--- config.mk ---
export PLATFORM = sky130hd
export DESIGN_NAME = conv_window_buf
export DESIGN_NICKNAME = d
export VERILOG_FILES = /design/src/rtl/conv_window_buf.sv
export SDC_FILE = /design/constraint.sdc
export NUM_CORES = 1
export LEC_CHECK = 0
export CORE_MARGIN = 2
export CORE_UTILIZATION = 40
export DETAILED_ROUTE_END_ITERATION = 8
export MAX_ROUTING_LAYER = met4
export SYNTH_ARGS = -nofsm -noshare
export SYNTH_HDL_FRONTEND = slang
export SYNTH_SLANG_ARGS = --single-unit
--- constraint.sdc ---
create_clock -name clk -period 3 [get_ports clk]
set_input_delay 0.6 -clock clk [delete_from_list [all_inputs] [get_ports clk]]
set_output_delay 0.6 -clock clk [all_outputs]
set_load 0.005 [all_outputs]
--- src/rtl/conv_window_buf.sv ---
// Raster pixel stream in, KxK sliding windows out at a configurable stride; K-1 line buffers feed a window shift register.
// Window appears the cycle after the accepting edge; while a window is held unconsumed, in_ready is low and the outputs are frozen.
module conv_window_buf #(
  parameter int WIDTH  = 28,
  parameter int HEIGHT = 28,
  parameter int K      = 3,
  parameter int DATA_W = 1,
  parameter int CH     = 1,
  parameter int STRIDE = 1,
  localparam int PW    = CH * DATA_W,
  localparam int OUT_W = (WIDTH - K) / STRIDE + 1,
  localparam int OUT_H = (HEIGHT - K) / STRIDE + 1,
  localparam int XW    = (WIDTH > 1) ? $clog2(WIDTH) : 1,
  localparam int YW    = (HEIGHT > 1) ? $clog2(HEIGHT) : 1,
  localparam int OXW   = (OUT_W > 1) ? $clog2(OUT_W) : 1,
  localparam int OYW   = (OUT_H > 1) ? $clog2(OUT_H) : 1
) (
  input  logic                  clk,
  input  logic                  rst,
  input  logic                  in_valid,
  output logic                  in_ready,
  input  logic [PW-1:0]         in_data,
  output logic                  out_valid,
  input  logic                  out_ready,
  output logic [K*K*PW-1:0]     out_window,
  output logic [OXW-1:0]        out_x,
  output logic [OYW-1:0]        out_y,
  output logic                  out_last
);

  localparam int SW     = (STRIDE > 1) ? $clog2(STRIDE) : 1;
  localparam int RPW    = (K > 2) ? $clog2(K - 1) : 1;
  localparam int LB     = (K > 1) ? K - 1 : 1;
  localparam int RP_MAX = (K > 1) ? K - 2 : 0;

  logic [XW-1:0]      r_x;
  logic [YW-1:0]      r_y;
  logic [SW-1:0]      r_sx, r_sy;
  logic [OXW-1:0]     r_cx;
  logic [OYW-1:0]     r_cy;
  logic [RPW-1:0]     r_rp;
  logic [PW-1:0]      r_lb [LB][WIDTH];
  logic [K*K*PW-1:0]  r_win;

  logic               r_out_valid;
  logic [K*K*PW-1:0]  r_out_window;
  logic [OXW-1:0]     r_out_x;
  logic [OYW-1:0]     r_out_y;
  logic               r_out_last;

  logic               w_acc, w_emit, w_x_end, w_y_end;
  logic [SW-1:0]      w_sx_cur, w_sy_cur;
  logic [OXW-1:0]     w_cx_cur;
  logic [OYW-1:0]     w_cy_cur;
  logic [PW-1:0]      w_col [K];
  logic [K*K*PW-1:0]  w_win_nxt;

  // Ring slot holding row (y-K+1+off) of the current frame; base is the oldest row.
  function automatic logic [RPW-1:0] ring_slot(input logic [RPW-1:0] base, input int off);
    logic [RPW:0] s;
    s = {1'b0, base} + (RPW+1)'(off);
    if (s >= (RPW+1)'(K - 1)) s = s - (RPW+1)'(K - 1);
    return s[RPW-1:0];
  endfunction

  assign in_ready = !r_out_valid || out_ready;
  assign w_acc    = in_valid && in_ready;
  assign w_x_end  = (r_x == XW'(WIDTH - 1));
  assign w_y_end  = (r_y == YW'(HEIGHT - 1));

  // Phase and output-index counters restart at the first column/row that can hold a full window.
  assign w_sx_cur = (r_x == XW'(K - 1)) ? '0 : r_sx;
  assign w_sy_cur = (r_y == YW'(K - 1)) ? '0 : r_sy;
  assign w_cx_cur = (r_x == XW'(K - 1)) ? '0 : r_cx;
  assign w_cy_cur = (r_y == YW'(K - 1)) ? '0 : r_cy;

  assign w_emit = w_acc && (r_x >= XW'(K - 1)) && (r_y >= YW'(K - 1))
                  && (w_sx_cur == '0) && (w_sy_cur == '0);

  always_comb begin
    for (int r = 0; r < K; r++) w_col[r] = in_data;
    for (int r = 0; r < K - 1; r++) w_col[r] = r_lb[ring_slot(r_rp, r)][r_x];
  end

  always_comb begin
    w_win_nxt = r_win;
    for (int r = 0; r < K; r++) begin
      for (int c = 0; c < K; c++) begin
        if (c < K - 1) w_win_nxt[(r*K+c)*PW +: PW] = r_win[(r*K+c+1)*PW +: PW];
        else           w_win_nxt[(r*K+c)*PW +: PW] = w_col[r];
      end
    end
  end

  generate
    if (K > 1) begin : g_lb
      always_ff @(posedge clk) begin
        if (w_acc) r_lb[r_rp][r_x] <= in_data;
      end
    end
  endgenerate

  always_ff @(posedge clk) begin
    if (w_acc) r_win <= w_win_nxt;
  end

  always_ff @(posedge clk) begin
    if (rst) begin
      r_x  <= '0;
      r_y  <= '0;
      r_sx <= '0;
      r_sy <= '0;
      r_cx <= '0;
      r_cy <= '0;
      r_rp <= '0;
    end else if (w_acc) begin
      r_x  <= w_x_end ? '0 : r_x + 1'b1;
      r_sx <= (w_sx_cur == SW'(STRIDE - 1)) ? '0 : w_sx_cur + 1'b1;
      if (w_emit) r_cx <= w_cx_cur + 1'b1;
      if (w_x_end) begin
        r_y  <= w_y_end ? '0 : r_y + 1'b1;
        r_rp <= (r_rp == RPW'(RP_MAX)) ? '0 : r_rp + 1'b1;
        r_sy <= (w_sy_cur == SW'(STRIDE - 1)) ? '0 : w_sy_cur + 1'b1;
        if ((r_y >= YW'(K - 1)) && (w_sy_cur == '0)) r_cy <= w_cy_cur + 1'b1;
      end
    end
  end

  always_ff @(posedge clk) begin
    if (rst) begin
      r_out_valid  <= 1'b0;
      r_out_window <= '0;
      r_out_x      <= '0;
      r_out_y      <= '0;
      r_out_last   <= 1'b0;
    end else if (w_emit) begin
      r_out_valid  <= 1'b1;
      r_out_window <= w_win_nxt;
      r_out_x      <= w_cx_cur;
      r_out_y      <= w_cy_cur;
      r_out_last   <= (w_cx_cur == OXW'(OUT_W - 1)) && (w_cy_cur == OYW'(OUT_H - 1));
    end else if (out_ready) begin
      r_out_valid  <= 1'b0;
    end
  end

  assign out_valid  = r_out_valid;
  assign out_window = r_out_window;
  assign out_x      = r_out_x;
  assign out_y      = r_out_y;
  assign out_last   = r_out_last;

endmodule

==> results of run 1 <==
[cells in the final DEF (no fill, tap or decap), types with 2 or more instances in the layout]
cell type / netlist / layout
sky130_fd_sc_hd__nand3b_1: 3 / 3
sky130_fd_sc_hd__clkinv_1: 0 / 2
sky130_fd_sc_hd__inv_1: 7 / 7
sky130_fd_sc_hd__nor2b_1: 10 / 10
sky130_fd_sc_hd__nand3_1: 30 / 30
sky130_fd_sc_hd__or2_2: 2 / 2
sky130_fd_sc_hd__dfxtp_1: 43 / 43
sky130_fd_sc_hd__and4_1: 2 / 2
sky130_fd_sc_hd__edfxtp_1: 62 / 62
sky130_fd_sc_hd__o21ai_0: 8 / 8
sky130_fd_sc_hd__a211oi_1: 5 / 5
sky130_fd_sc_hd__nor4b_1: 2 / 2
sky130_fd_sc_hd__and2_1: 2 / 2
sky130_fd_sc_hd__buf_4: 1 / 23
sky130_fd_sc_hd__or3b_1: 2 / 2
sky130_fd_sc_hd__nor2_1: 78 / 78
sky130_fd_sc_hd__o31ai_1: 2 / 2
sky130_fd_sc_hd__or3_1: 3 / 3
sky130_fd_sc_hd__a21oi_1: 39 / 39
sky130_fd_sc_hd__ha_1: 10 / 10
sky130_fd_sc_hd__a22oi_1: 11 / 11
sky130_fd_sc_hd__nand2_1: 64 / 64
sky130_fd_sc_hd__xnor2_1: 2 / 2
sky130_fd_sc_hd__mux4_2: 3 / 3
sky130_fd_sc_hd__nor3_1: 4 / 4
sky130_fd_sc_hd__clkinv_2: 0 / 2
sky130_fd_sc_hd__or4_1: 3 / 3
sky130_fd_sc_hd__clkdlybuf4s50_1: 0 / 26
sky130_fd_sc_hd__clkbuf_16: 0 / 9
sky130_fd_sc_hd__nand4_1: 9 / 9
sky130_fd_sc_hd__mux2i_1: 51 / 51
[worst max-delay path: cells and delay by family (launching register included)]
kind | cells | cell delay [ps]
DFF | 1 | 600
adders and majority gates | 2 | 540
and+or+nand+nor | 3 | 540
AOI/OAI and AO/OA | 2 | 470
buffers and inverters | 2 | 340
[cells by family after synthesis]
logic type | count (synthesis)
AOI/OAI and AO/OA | 75
xor gates and xnor gates | 3
adders and majority gates | 10
buffers and inverters | 41
DFF | 105
muxes | 55
and+or+nand+nor | 223
[per-layer routing]
metal / vias to the layer above / global-route usage, % / part of all wire [%]
met3: 17 / 3.25 / 4.7
met5: - / - / 0
met1: 1865 / 25.1 / 48
li1: 1899 / - / -
met2: 88 / 27.7 / 46
met4: 0 / 5.95 / 1.5
[power groups by stage]
stage	clock, µW	sequential [µW]	combinational [µW]
2_1_floorplan	0	1570	120
3_3_place_gp	0	1580	182
3_5_place_dp	0	1580	185
4_1_cts	1090	1550	185
5_1_grt	1140	1550	199
6_report	1070	1550	184
[registers in the layout, indices dropped and copies added (netlist names), named ones only]
| name | flops |
|---|---|
| r_cx | 5 |
| out_valid | 1 |
| out_x | 5 |
| r_lb | 56 |
| r_y | 5 |
| out_window | 9 |
| r_win | 6 |
| out_y | 5 |
| r_x | 5 |
| r_cy | 5 |
| out_last | 1 |
| r_rp | 1 |
[per-stage QoR]
| step | instances | hold WS (ps) | cell area (µm²) |
|---|---|---|---|
| after floorplan | 512 | 426 | 5160 |
| after global placement | 700 | 432 | 5660 |
| after detailed placement | 700 | 434 | 5660 |
| after CTS | 716 | 451 | 5920 |
| after global routing | 716 | 468 | 5920 |
| final | 716 | 451 | 5920 |
[worst max-delay path by stage]
stage                 endpoint  slack (ps)  startpoint
finish                 r_cx[4]         440      r_x[0]
global route           r_cx[4]         280      r_x[0]
CTS                    r_cx[4]         480      r_x[0]
detailed placement  r_lb[1][9]         360   out_ready
global placement       r_cx[3]         430   out_ready
floorplan              r_cx[4]         710      r_x[0]
[final cells by class]
| type | instances | share of cell area (%) |
|---|---|---|
| Clock inverter | 6 | 0.570 |
| Tap cell | 172 | 3.63 |
| Inverter | 8 | 0.507 |
| Sequential cell | 105 | 46.0 |
| Multi-Input combinational cell | 366 | 38.1 |
| Clock buffer | 10 | 3.87 |
| Timing Repair Buffer | 49 | 7.31 |
==> impl_metrics.prom, run 1 <==
# TYPE chip_impl_metric gauge
chip_impl_info{name="worst_hold_startpoint",value="out_x[2]"} 1
chip_impl_metric{name="power.ir.vdd_worst",unit="µV"} 270
chip_impl_metric{name="chip_height",unit="µm"} 118
chip_impl_metric{name="worst-endpoint-arrival",unit="ps"} 2830
chip_impl_metric{name="detailed_place_hpwl",unit="µm"} 8500
chip_impl_info{name="yosys.cell_count.top_type",value="sky130_fd_sc_hd__nor2_1"} 1
chip_impl_metric{name="cts-hold-fix-buffers",unit=""} 0
chip_impl_metric{name="worst_hold_path.num_cells",unit=""} 2
chip_impl_info{name="hp-class",value="flop to flop"} 1
chip_impl_metric{name="initial_core_util",unit="%"} 40.9
chip_impl_metric{name="number_of_clock_sinks_seen_by_cts",unit=""} 105
chip_impl_metric{name="die_area",unit="µm²"} 13800
chip_impl_metric{name="switching_share",unit="%"} 22.9
chip_impl_metric{name="routed_wire_length_per_instance",unit="µm"} 17.2
chip_impl_metric{name="synth_edf_count",unit=""} 62
chip_impl_metric{name="grt_start_max_net_pins",unit=""} 59
chip_impl_metric{name="first_pass_grt_wire_length",unit="µm"} 19500
chip_impl_metric{name="synth_cell_type_count",unit=""} 52
chip_impl_metric{name="io_buffer_count",unit=""} 26
chip_impl_metric{name="power.leakage",unit="µW"} 0.00191
chip_impl_metric{name="maxClockFrequency",unit="MHz"} 390
chip_impl_metric{name="p_per_area",unit="nW/µm²"} 474
chip_impl_metric{name="groute.usage.overall",unit="%"} 18.3
chip_impl_metric{name="power_switching",unit="µW"} 643
chip_impl_info{name="clock_tree_from_tritoncts",value="yes"} 1
chip_impl_metric{name="layout_setup_ws",unit="ps"} 437
chip_impl_info{name="startpoint_class_of_the_critical_path",value="flop"} 1
chip_impl_metric{name="synth_compound_gate_area_share",unit="%"} 9.19
chip_impl_metric{name="syn-instance-count",unit=""} 512
chip_impl_info{name="worst_r2r_startpoint",value="r_x[0]"} 1
chip_impl_metric{name="initialDrtViolationCount",unit=""} 283
chip_impl_metric{name="p_seq_share",unit="%"} 55.2
chip_impl_metric{name="grt_pass1_vias",unit=""} 3672
chip_impl_metric{name="rows",unit=""} 41
chip_impl_metric{name="postCtsResizedCells",unit=""} 0
chip_impl_info{name="min_delay_worst_endpoint",value="out_x[2]"} 1
chip_impl_metric{name="gp_congestion",unit=""} 0.866
chip_impl_metric{name="report.power.total",unit="µW"} 2800
chip_impl_metric{name="setup_violations",unit=""} 0
chip_impl_metric{name="first_pass_detailed_route_iteration_total",unit=""} 5
chip_impl_metric{name="maxCapViolations",unit=""} 0
chip_impl_metric{name="global_route.overflow_total",unit=""} 0
chip_impl_info{name="synth_area_leaders",value="sky130_fd_sc_hd__edfxtp_1 (36%), sky130_fd_sc_hd__dfxtp_1 (17%), sky130_fd_sc_hd__mux2i_1 (9.9%)"} 1
chip_impl_metric{name="ys_seq_elements",unit=""} 105
chip_impl_metric{name="routed_antenna_nets",unit=""} 0
chip_impl_info{name="worst_path_most_repeated_cell",value="sky130_fd_sc_hd__ha_1"} 1
chip_impl_metric{name="design.portCount",unit=""} 27
chip_impl_metric{name="share_of_flip_flops_with_an_asynchronous_set_or_reset_after_synthesis",unit="%"} 0
chip_impl_metric{name="tightestPinTransition",unit="ps"} 595
chip_impl_metric{name="synth_fa_ha_area_share",unit="%"} 2.42
chip_impl_info{name="cts.root.buffer_cell",value="sky130_fd_sc_hd__clkbuf_16"} 1
chip_impl_info{name="synth.top_cells.by_count",value="sky130_fd_sc_hd__nor2_1 (78), sky130_fd_sc_hd__nand2_1 (64), sky130_fd_sc_hd__edfxtp_1 (62)"} 1
chip_impl_metric{name="hold_violations",unit=""} 0
chip_impl_info{name="run_status",value="finished clean"} 1
chip_impl_metric{name="yosys.area_share.xor_xnor",unit="%"} 0.509
chip_impl_metric{name="yosysSeqAreaShare",unit="%"} 52.8
chip_impl_metric{name="bufs_on_longest_clock_path",unit=""} 2
chip_impl_metric{name="grt_antenna_before_repair",unit=""} 0
chip_impl_metric{name="clk_latency",unit="ps"} 350
chip_impl_metric{name="antenna_cells",unit=""} 0
chip_impl_metric{name="final_worst_path_period_share",unit="%"} 85.4
chip_impl_info{name="postSynth.topFlopCell",value="sky130_fd_sc_hd__edfxtp_1"} 1
chip_impl_info{name="critical_path.endpoint_type",value="flop"} 1
chip_impl_metric{name="synthDominantCellAreaShare",unit="%"} 36.1
chip_impl_metric{name="finish.utilization",unit="%"} 46.9
chip_impl_metric{name="filler_cell_count",unit=""} 1232
chip_impl_metric{name="worstPathRequired",unit="ps"} 3260
chip_impl_metric{name="clock_power_share",unit="%"} 38.2
chip_impl_metric{name="detail_route.vias_per_cell",unit=""} 5.40
chip_impl_metric{name="yosys_warnings",unit=""} 0
chip_impl_metric{name="die_span_in_x",unit="µm"} 118
chip_impl_info{name="rsz_0062_raised_after_global_routing",value="false"} 1
chip_impl_info{name="setup.worst_path.class",value="flop to flop"} 1
chip_impl_info{name="synthDominantAreaCellType",value="sky130_fd_sc_hd__edfxtp_1"} 1
chip_impl_metric{name="detailroute.via_count",unit=""} 3869
chip_impl_metric{name="fin_nets",unit=""} 554
chip_impl_metric{name="wirelength",unit="µm"} 12300
chip_impl_metric{name="power.combinational.fraction",unit="%"} 6.6
chip_impl_metric{name="multi_input_area",unit="µm²"} 2260
chip_impl_info{name="synth_top_family_by_area",value="simple AND/OR/NAND/NOR gates"} 1
chip_impl_metric{name="remaining_drcs",unit=""} 0
chip_impl_metric{name="post_route_cells_drive_above_1_share",unit="%"} 8.82
chip_impl_metric{name="mappedNetlistArea",unit="µm²"} 5160
chip_impl_metric{name="setup_bufs_post_cts",unit=""} 0
chip_impl_metric{name="synthSimpleGateAreaFrac",unit="%"} 20.2
chip_impl_metric{name="timing_max_transition_violations_final",unit=""} 0
chip_impl_metric{name="final_period_minus_worst_setup_slack",unit="ps"} 2560
chip_impl_metric{name="area.sequential",unit="µm²"} 2720
chip_impl_metric{name="pre_cts_slack",unit="ps"} 365
chip_impl_metric{name="placeableCoreArea",unit="µm²"} 12600
chip_impl_metric{name="reg2reg_slack",unit="ps"} 440
chip_impl_info{name="timing.rr.end",value="r_cx[4]"} 1
chip_impl_metric{name="tritoncts.num_buffers",unit=""} 9
chip_impl_metric{name="synthToLayoutAreaGrowth",unit="%"} 14.7
chip_impl_info{name="list_of_cells_traversed_by_the_critical_path",value="inv_1, ha_1, nor4b_1, buf_4, nor2b_1, ha_1, nand4_1, a2111o_1, a21oi_1"} 1
chip_impl_metric{name="worst_setup_hold_path_clk_slew",unit="ps"} 70
chip_impl_metric{name="worst_clock_skew",unit="ps"} 11.0
chip_impl_metric{name="cts-htree-levels",unit=""} 3
chip_impl_metric{name="avg_synthesized_cell_area",unit="µm²"} 10.1
chip_impl_metric{name="crit_path_max_incr_delay",unit="ps"} 600
chip_impl_metric{name="setup_total_negative_slack",unit="ps"} 0
chip_impl_metric{name="timing.max_slew.rel_slack",unit="%"} 60.2
chip_impl_metric{name="reg2reg_depth",unit=""} 9
chip_impl_metric{name="cp_max_fo",unit=""} 10
chip_impl_info{name="critical_path.slowest_cell",value="sky130_fd_sc_hd__dfxtp_1"} 1
chip_impl_metric{name="internal-power",unit="µW"} 2160
chip_impl_metric{name="synth.mux.area_fraction",unit="%"} 11.4
chip_impl_metric{name="synth_nets",unit=""} 527
(Power assumes the default switching activity.)
==> run 2: changes to the inputs <==
--- a/constraint.sdc
+++ b/constraint.sdc
@@ -3,2 +3,2 @@
 set_output_delay 0.6 -clock clk [all_outputs]
-set_load 0.005 [all_outputs]
+set_load 0.1 [all_outputs]
==> run 2 against run 1 <==
  * Routed wire length is 4.5% higher
  * Fmax is 6.2% higher
  * Largest cell class unchanged
  * Worst hold slack better by 2.2 ps
  * Via count is 4.7% higher
  * Die area stayed put
  * Global-route usage is 1.2 points higher
  * Sequential share of layout area hardly changed
==> impl_metrics.prom, run 2 (synthesis gave the netlist of run 1 again) <==
# TYPE chip_impl_metric gauge
chip_impl_info{name="run_status",value="finished clean"} 1
chip_impl_metric{name="worst_hold_path.num_cells",unit=""} 2
chip_impl_metric{name="initialDrtViolationCount",unit=""} 326
chip_impl_metric{name="reg2reg_depth",unit=""} 6
chip_impl_metric{name="grt_antenna_before_repair",unit=""} 0
chip_impl_metric{name="final_worst_path_period_share",unit="%"} 80.5
chip_impl_metric{name="finish.utilization",unit="%"} 46.9
chip_impl_metric{name="die_span_in_x",unit="µm"} 118
chip_impl_metric{name="max_reg_flops",unit=""} 56
chip_impl_metric{name="filler_cell_count",unit=""} 1205
chip_impl_metric{name="placed_cell_area",unit="µm²"} 5630
chip_impl_metric{name="power.leakage",unit="µW"} 0.00200
chip_impl_metric{name="clk_latency",unit="ps"} 360
chip_impl_metric{name="fin_nets",unit=""} 555
chip_impl_metric{name="grt_start_max_net_pins",unit=""} 59
chip_impl_info{name="min_delay_worst_endpoint",value="out_x[4]"} 1
chip_impl_metric{name="bufs_on_longest_clock_path",unit=""} 2
chip_impl_info{name="highest_count_cells_in_the_layout_ignoring_fill_and_taps",value="sky130_fd_sc_hd__nor2_1 (78), sky130_fd_sc_hd__nand2_1 (64), sky130_fd_sc_hd__edfxtp_1 (62)"} 1
chip_impl_metric{name="die_area",unit="µm²"} 13800
chip_impl_metric{name="antenna_cells",unit=""} 0
chip_impl_metric{name="hold_violations",unit=""} 0
chip_impl_metric{name="maxCapViolations",unit=""} 0
chip_impl_metric{name="detailroute.via_count",unit=""} 4052
chip_impl_metric{name="wirelength",unit="µm"} 12800
chip_impl_metric{name="setup_total_negative_slack",unit="ps"} 0
chip_impl_metric{name="setup_bufs_post_cts",unit=""} 0
chip_impl_metric{name="first_pass_grt_wire_length",unit="µm"} 20700
chip_impl_metric{name="initial_core_util",unit="%"} 40.9
chip_impl_info{name="max_flop_register",value="r_lb"} 1
chip_impl_metric{name="rows",unit=""} 41
chip_impl_metric{name="worst-endpoint-arrival",unit="ps"} 2510
chip_impl_metric{name="layout_setup_ws",unit="ps"} 585
chip_impl_info{name="worst_r2r_startpoint",value="r_x[1]"} 1
chip_impl_metric{name="number_of_clock_sinks_seen_by_cts",unit=""} 105
chip_impl_metric{name="power_switching",unit="µW"} 680
chip_impl_metric{name="grt_pass1_vias",unit=""} 3807
chip_impl_info{name="cts.root.buffer_cell",value="sky130_fd_sc_hd__clkbuf_16"} 1
chip_impl_metric{name="detail_route.vias_per_cell",unit=""} 5.65
chip_impl_metric{name="report.power.total",unit="µW"} 2920
chip_impl_metric{name="cts-hold-fix-buffers",unit=""} 0
chip_impl_metric{name="synthToLayoutAreaGrowth",unit="%"} 14.7
chip_impl_metric{name="timing.max_slew.rel_slack",unit="%"} 63.2
chip_impl_metric{name="timing_max_transition_violations_final",unit=""} 0
chip_impl_info{name="hp-class",value="flop to flop"} 1
chip_impl_metric{name="pre_cts_slack",unit="ps"} 475
chip_impl_metric{name="clock_power_share",unit="%"} 40.4
chip_impl_metric{name="remaining_drcs",unit=""} 0
chip_impl_metric{name="global_route.overflow_total",unit=""} 0
chip_impl_metric{name="maxClockFrequency",unit="MHz"} 414
chip_impl_metric{name="setup_violations",unit=""} 0
chip_impl_metric{name="first_pass_detailed_route_iteration_total",unit=""} 5
chip_impl_metric{name="tritoncts.num_buffers",unit=""} 9
chip_impl_metric{name="design_area",unit="µm²"} 5920
chip_impl_info{name="clock_tree_from_tritoncts",value="yes"} 1
chip_impl_info{name="mostFrequentLayoutCell",value="sky130_fd_sc_hd__nor2_1"} 1
chip_impl_info{name="timing.rr.end",value="r_win[2]"} 1
chip_impl_info{name="rsz_0062_raised_after_global_routing",value="false"} 1
chip_impl_info{name="worst_hold_startpoint",value="out_x[4]"} 1
chip_impl_metric{name="cp_max_fo",unit=""} 12
chip_impl_info{name="critical_path.endpoint_type",value="flop"} 1
chip_impl_metric{name="final_period_minus_worst_setup_slack",unit="ps"} 2410
chip_impl_info{name="startpoint_class_of_the_critical_path",value="flop"} 1
chip_impl_metric{name="routed_antenna_nets",unit=""} 0
chip_impl_metric{name="placeableCoreArea",unit="µm²"} 12600
chip_impl_metric{name="internal-power",unit="µW"} 2240
chip_impl_metric{name="routed_wire_length_per_instance",unit="µm"} 17.9
chip_impl_info{name="setup.worst_path.class",value="flop to flop"} 1
chip_impl_metric{name="power.combinational.fraction",unit="%"} 6.6
chip_impl_metric{name="chip_height",unit="µm"} 118
chip_impl_metric{name="power.ir.vdd_worst",unit="µV"} 306
chip_impl_metric{name="postCtsResizedCells",unit=""} 0
chip_impl_metric{name="p_per_area",unit="nW/µm²"} 494
chip_impl_metric{name="worstPathRequired",unit="ps"} 3100
chip_impl_metric{name="design.portCount",unit=""} 27
chip_impl_metric{name="tightestPinTransition",unit="ps"} 550
chip_impl_metric{name="reg2reg_slack",unit="ps"} 590
chip_impl_metric{name="worst_clock_skew",unit="ps"} 10.6
chip_impl_metric{name="p_seq_share",unit="%"} 53.0
chip_impl_metric{name="post_route_cells_drive_above_1_share",unit="%"} 13.6
chip_impl_metric{name="cts-htree-levels",unit=""} 3
chip_impl_metric{name="groute.usage.overall",unit="%"} 19.5
chip_impl_metric{name="gp_congestion",unit=""} 0.940
chip_impl_metric{name="io_buffer_count",unit=""} 26
chip_impl_metric{name="switching_share",unit="%"} 23.3
chip_impl_metric{name="worst_setup_hold_path_clk_slew",unit="ps"} 70
chip_impl_metric{name="detailed_place_hpwl",unit="µm"} 8880
==> run 2: area by class of cell <==
type                            instances  area, µm²  area share [%]
Clock buffer                           12        267            4.50
Sequential cell                       105       2720            46.0
Clock inverter                          4       25.0           0.423
Inverter                                8       30.0           0.507
Timing Repair Buffer                   50        398            6.72
Multi-Input combinational cell        366       2260            38.2
Tap cell                              172        215            3.64
==> run 2: power groups by stage <==
stage / combinational, µW / sequential (µW) / clock, µW
finish: 194 / 1550 / 1180
global placement: 189 / 1580 / 0
floorplan: 120 / 1570 / 0
detailed placement: 192 / 1580 / 0
global route: 209 / 1550 / 1250
CTS: 192 / 1550 / 1180
==> run 2: stage by stage <==
step	hold WS [ps]	cells
floorplan	426	512
global placement	432	701
detailed placement	434	701
CTS	452	717
global route	466	717
finish	453	717
==> run 2: how the worst max path moves through the flow <==
stage,cells after the start,from,end,slack (ps)
6_report,6,r_x[1],r_win[2],590
5_1_grt,6,r_x[2],r_cx[2],440
4_1_cts,6,r_x[1],r_win[2],630
3_5_place_dp,6,out_ready,r_lb[1][13],470
3_3_place_gp,6,out_ready,r_cx[3],500
2_1_floorplan,7,out_valid,r_lb[0][16],320
==> run 2: critical path, cell delays in order, from the launching register on <==
cell	delay, ps
sky130_fd_sc_hd__dfxtp_1	610
sky130_fd_sc_hd__buf_4	240
sky130_fd_sc_hd__and2_1	400
sky130_fd_sc_hd__a22oi_1	130
sky130_fd_sc_hd__nand3_1	150
sky130_fd_sc_hd__nand4_1	160
sky130_fd_sc_hd__or3b_2	480
==> run 2: layer usage <==
layer  track usage [%]  share of wire (%)  routed length, µm  vias to the layer above
met2              29.3                 46               5950                      135
met3              2.81                5.4                689                       26
met5                 -                  0                  0                        -
met4              6.93                2.1                265                        0
li1                  -                  -                  -                     1889
met1              27.2                 46               5920                     2002
